$ cat src/rtl/execute_cycle.sv
// rtl/execute_cycle.sv - execute stage: forwarding muxes, ALU, branch resolve, EX/MEM register
module execute_cycle (
    input  logic        clk,
    input  logic        rst,
    input  logic        RegWriteE,
    input  logic        ALUSrcE,
    input  logic        MemWriteE,
    input  logic        ResultSrcE,
    input  logic        BranchE,
    input  logic [2:0]  ALUControlE,
    input  logic [31:0] RD1_E,
    input  logic [31:0] RD2_E,
    input  logic [31:0] Imm_Ext_E,
    input  logic [31:0] PCE,
    input  logic [31:0] PCPlus4E,
    input  logic [4:0]  RD_E,
    input  logic [31:0] ResultW,
    input  logic [1:0]  ForwardA_E,
    input  logic [1:0]  ForwardB_E,
    output logic        PCSrcE,
    output logic [31:0] PCTargetE,
    output logic        RegWriteM,
    output logic        MemWriteM,
    output logic        ResultSrcM,
    output logic [4:0]  RD_M,
    output logic [31:0] ALUResultM,
    output logic [31:0] WriteDataM,
    output logic [31:0] PCPlus4M
);

    logic [31:0] w_src_a;
    logic [31:0] w_write_data;
    logic [31:0] w_src_b;
    logic [31:0] w_alu_result;
    logic        w_zero;

    logic        r_reg_write;
    logic        r_mem_write;
    logic        r_result_src;
    logic [4:0]  r_rd;
    logic [31:0] r_alu_result;
    logic [31:0] r_write_data;
    logic [31:0] r_pc_plus4;

    // Operand forwarding; 10 takes the result held in EX/MEM (previous instruction)
    always_comb begin
        w_src_a = RD1_E;
        case (ForwardA_E)
            2'b01:   w_src_a = ResultW;
            2'b10:   w_src_a = r_alu_result;
            default: w_src_a = RD1_E;
        endcase
        w_write_data = RD2_E;
        case (ForwardB_E)
            2'b01:   w_write_data = ResultW;
            2'b10:   w_write_data = r_alu_result;
            default: w_write_data = RD2_E;
        endcase
    end

    assign w_src_b = ALUSrcE ? Imm_Ext_E : w_write_data;

    // ALU; unassigned codes yield zero so they also read as "zero" for branches
    always_comb begin
        w_alu_result = 32'h0;
        case (ALUControlE)
            3'b000:  w_alu_result = w_src_a + w_src_b;
            3'b001:  w_alu_result = w_src_a - w_src_b;
            3'b010:  w_alu_result = w_src_a & w_src_b;
            3'b011:  w_alu_result = w_src_a | w_src_b;
            3'b101:  w_alu_result = {31'h0, ($signed(w_src_a) < $signed(w_src_b))};
            default: w_alu_result = 32'h0;
        endcase
    end

    assign w_zero    = (w_alu_result == 32'h0);
    assign PCSrcE    = BranchE & w_zero;
    assign PCTargetE = PCE + Imm_Ext_E;

    // EX/MEM pipeline register, cleared asynchronously while rst is low
    always_ff @(posedge clk or negedge rst) begin
        if (!rst) begin
            r_reg_write  <= 1'b0;
            r_mem_write  <= 1'b0;
            r_result_src <= 1'b0;
            r_rd         <= 5'h00;
            r_alu_result <= 32'h0;
            r_write_data <= 32'h0;
            r_pc_plus4   <= 32'h0;
        end else begin
            r_reg_write  <= RegWriteE;
            r_mem_write  <= MemWriteE;
            r_result_src <= ResultSrcE;
            r_rd         <= RD_E;
            r_alu_result <= w_alu_result;
            r_write_data <= w_write_data;
            r_pc_plus4   <= PCPlus4E;
        end
    end

    assign RegWriteM  = r_reg_write;
    assign MemWriteM  = r_mem_write;
    assign ResultSrcM = r_result_src;
    assign RD_M       = r_rd;
    assign ALUResultM = r_alu_result;
    assign WriteDataM = r_write_data;
    assign PCPlus4M   = r_pc_plus4;

endmodule

$ cat config.mk
export PLATFORM = sky130hd
export DESIGN_NAME = execute_cycle
export DESIGN_NICKNAME = d
export VERILOG_FILES = /design/src/rtl/execute_cycle.sv
export SDC_FILE = /design/constraint.sdc
export NUM_CORES = 1
export LEC_CHECK = 0
export ABC_AREA = 1
export ABC_CLOCK_PERIOD_IN_PS = 6700
export BUFFER_PORTS_ARGS = -buffer_cell sky130_fd_sc_hd__buf_2
export CAP_MARGIN = 40
export CORE_AREA = 2 2 156 189
export CTS_BUF_LIST = sky130_fd_sc_hd__clkbuf_2
export DETAILED_ROUTE_END_ITERATION = 10
export DIE_AREA = 0 0 158 191
export HOLD_SLACK_MARGIN = 0.15
export PLACE_DENSITY_LB_ADDON = 0.25
export SLEW_MARGIN = 15
export SYNTH_ARGS = -nofsm -noshare
export SYNTH_HDL_FRONTEND = slang
export SYNTH_SLANG_ARGS = --single-unit
$ cat constraint.sdc
create_clock -name clk -period 6.7 [get_ports clk]
set_clock_uncertainty 0.2 [all_clocks]
set_input_delay 1.34 -clock clk [delete_from_list [all_inputs] [get_ports clk]]
set_output_delay 1.34 -clock clk [all_outputs]
set_load 0.05 [all_outputs]
==> impl_metrics.json <==
{
  "timing.final.hold_violations": 0,
  "ff2ff_path_depth": 19,
  "synth.top_cell.area_share": 0.2067,
  "r2r_slack_ns": 3.13,
  "postSynthCellCount": 1941,
  "synth_top_cell_by_area": "dfrtp_1",
  "design.core.area_sq_um": 28420,
  "grt_pass1_vias": 15080,
  "path_max_fanout": 25,
  "reg2reg_to": "ALUResultM[30]",
  "antenna_left": 0,
  "drt_iter0_markers": 1303,
  "placed_cells": 2942,
  "postLayoutCellArea_sq_um": 17730,
  "p_leak_nw": 10.09,
  "postSynthAreaPerCell_sq_um": 6.487,
  "rsz0062_at_grt": "yes",
  "synth-edff-count": 0,
  "dp_hpwl_um": 50880,
  "worst_pin_slew_ns": 0.8569,
  "wirelength_um": 59300,
  "hold_ws_ns": 0.3214,
  "pre_cts_ws_ns": -0.4621,
  "port_buffers": 347,
  "wire_per_inst_um": 19.92,
  "yosysUniqueCellTypes": 53,
  "setup_violations": 0,
  "first_pass_iters": 7,
  "cts_sinks": 104,
  "status": "finished clean",
  "fin_crit_sh": 0.9897,
  "gp_congestion": 1.076,
  "routed_via_density": 5.320,
  "drive_gt1_frac": 0.3505,
  "path_class": "in2out",
  "synth-async-reset-ratio": 1.000,
  "yosys-top-cells-area": "dfrtp_1 21%, nand2_1 15%, ha_1 14%",
  "cellPowerDensity_nw_per_um2": 226.4,
  "antenna_found_initial": 8,
  "drc": 0,
  "htreeDepth": 3,
  "postCtsHoldBufs": 0,
  "fmax_mhz": 150.8,
  "ys.flop_type": "dfrtp_1",
  "fillerInstances": 2807,
  "slew_viol_final": 0,
  "layout.cells.non_filler": 2977,
  "grt_max_degree": 48,
  "die_x_um": 158,
  "peakVddDrop_mv": 0.1147,
  "crit_required_ns": 5.16,
  "cap_violations": 0,
  "slew_headroom": 0.4281,
  "clock_latency_ns": 0.72,
  "hold_path.class": "in2async",
  "die_h_um": 191,
  "grt_usage": 0.3816,
  "grt_pass1_wl_um": 86220,
  "cp-end-kind": "output pin",
  "regToRegStartpoint": "ALUResultM[5]",
  "dpl_cell_area_sq_um": 17040,
  "ios": 348,
  "cts_tree": "done",
  "fin_nets": 2937,
  "vias": 15840,
  "dieArea_sq_um": 30180,
  "ys_ff_latch": 104,
  "ys_seq_area_frac": 0.2067,
  "worstPathArrival_ns": 5.09,
  "start_kind": "input port",
  "yosysWarnings": 0,
  "rows": 68,
  "syn_nets": 2298,
  "syn_area_sq_um": 12590,
  "finalCriticalPeriod_ns": 6.631,
  "root_buffer": "clkbuf_2",
  "setup_ws_ns": 0.06928,
  "areaGrowthSynthToFinish_pct": 40.85,
  "clkTransAtPathRegs_ns": 0.39,
  "grt_overflow_total": 0,
  "start_util": 0.4431,
  "cts_buffers": 9,
  "cts_buffer_depth": 2
}
layout by cell type, fill, tap and decap left out, types with 9 or more instances in the layout:
cell,netlist,routed
inv_1,341,338
a21oi_1,85,78
nor2_2,18,43
o21bai_1,11,10
nand2_1,491,474
ha_2,0,9
o21ai_2,0,14
nand3_1,136,127
clkbuf_2,0,9
nor3_1,12,9
dfrtp_1,104,104
nand3_2,5,12
buf_2,13,345
buf_4,6,339
nand4_1,18,18
a21oi_2,9,16
buf_12,0,9
xor2_1,22,22
a221o_1,60,60
o22ai_1,18,18
nand3b_1,14,14
nand2_2,16,33
inv_2,20,22
nor2_1,140,112
ha_1,143,127
o21ai_1,27,51
nor2_4,9,12
xnor2_1,10,10
o21ai_0,111,71
area by class of cell:
class                      instances  area, sq um  share of cell area
timing repair buffer             696         4486              0.2529
clock inverter                     7        78.83            0.004445
inverter                         364         1371             0.07732
antenna                            7        17.52           0.0009877
sequential                       104         2603              0.1467
tap                              385        481.7             0.02716
multi-input combinational       1405         8652              0.4879
clock buffer                       9        45.04            0.002540
timing repair:
item | CTS | global route
endpoints found under the setup margin | 1 | 1
buffers inserted | 5 | 7
pin swaps | 6 | 21
gates resized for setup | 58 | 104
cells by family (layout without fill, tap and decap cells):
group	after synthesis	after routing	synth area share
xor+xnor	32	32	0.02226
other cells	0	7	0
buf+inv	432	1076	0.1415
simple gates	882	882	0.3090
fa+ha+maj	146	146	0.1469
flops	104	104	0.2067
compound gates	345	345	0.1737
cell usage after synthesis, drive strengths merged, types with 2 or more instances:
| library cell | n |
|---|---|
| clkinv | 3 |
| fa | 3 |
| a21boi | 3 |
| inv | 361 |
| xnor2 | 10 |
| nor4 | 3 |
| ha | 143 |
| a21oi | 95 |
| nor3 | 19 |
| xor2 | 22 |
| a221oi | 2 |
| o22ai | 18 |
| buf | 36 |
| dfrtp | 104 |
| clkbuf | 32 |
| nand3 | 141 |
| nor2 | 168 |
| nand3b | 15 |
| o21a | 3 |
| o21bai | 12 |
| o21ai | 138 |
| o211ai | 2 |
| a31oi | 4 |
| a21o | 5 |
| nand2 | 507 |
| and2 | 9 |
| a221o | 60 |
| nand4 | 18 |
metal layers:
metal / share of wire / wire, um / GRT usage / vias to the layer above
met1: 0.40 / 23670 / 0.4852 / 7440
met4: 0.034 / 2041 / 0.1351 / 0
li1: - / - / - / 7529
met3: 0.094 / 5568 / 0.06847 / 102
met5: 0 / 0 / 0 / -
met2: 0.47 / 28020 / 0.6452 / 766
flip-flops by register name (all words and copies together), names as in the netlist:
signal,cells
RegWriteM,1
PCPlus4M,32
WriteDataM,32
MemWriteM,1
RD_M,5
ResultSrcM,1
ALUResultM,32
where the power goes:
group | internal (mW) | leakage (nW) | switching [mW] | total, mW
registers | 0.700 | 1.26 | 0.0546 | 0.755
logic | 1.05 | 8.75 | 1.86 | 2.91
clock network | 0.0925 | 0.0774 | 0.257 | 0.350
total | 1.85 | 10.1 | 2.17 | 4.02
through the flow:
| step | utilization | power, mW | setup TNS, ns |
|---|---|---|---|
| 6_report | 0.6241 | 4.016 | 0 |
| 5_1_grt | 0.6241 | 4.246 | -0.09367 |
| 4_1_cts | 0.6108 | 3.883 | 0 |
| 3_5_place_dp | 0.5996 | 3.485 | -0.4621 |
| 3_3_place_gp | 0.5989 | 3.469 | -0.5116 |
| 2_1_floorplan | - | 2.361 | 0 |
worst max-delay path by stage:
stage | startpoint | end | depth (start not counted)
2_1_floorplan | ForwardB_E[0] | PCSrcE | 25
3_3_place_gp | ForwardB_E[0] | PCSrcE | 28
3_5_place_dp | ForwardB_E[0] | PCSrcE | 28
4_1_cts | ForwardB_E[0] | PCSrcE | 25
5_1_grt | ForwardB_E[0] | PCSrcE | 25
6_report | ForwardB_E[0] | PCSrcE | 25
worst max-delay path: stages:
cell	delay (ns)
buf_2	0.09
inv_1	0.04
ha_1	0.30
buf_6	0.15
buf_12	0.15
a221o_1	0.27
o21ai_1	0.12
o21ai_1	0.09
buf_4	0.17
ha_2	0.32
buf_4	0.15
nor2_2	0.16
nand2_2	0.11
nor3_4	0.25
nand2_1	0.11
nand2_2	0.11
nand3b_1	0.15
nand2_1	0.10
nand2_1	0.05
nand3_1	0.06
nand3b_1	0.17
nor2_2	0.15
nand3_1	0.10
nor2_2	0.17
buf_6	0.18
Note: power is estimated with default switching activity, not from simulation.
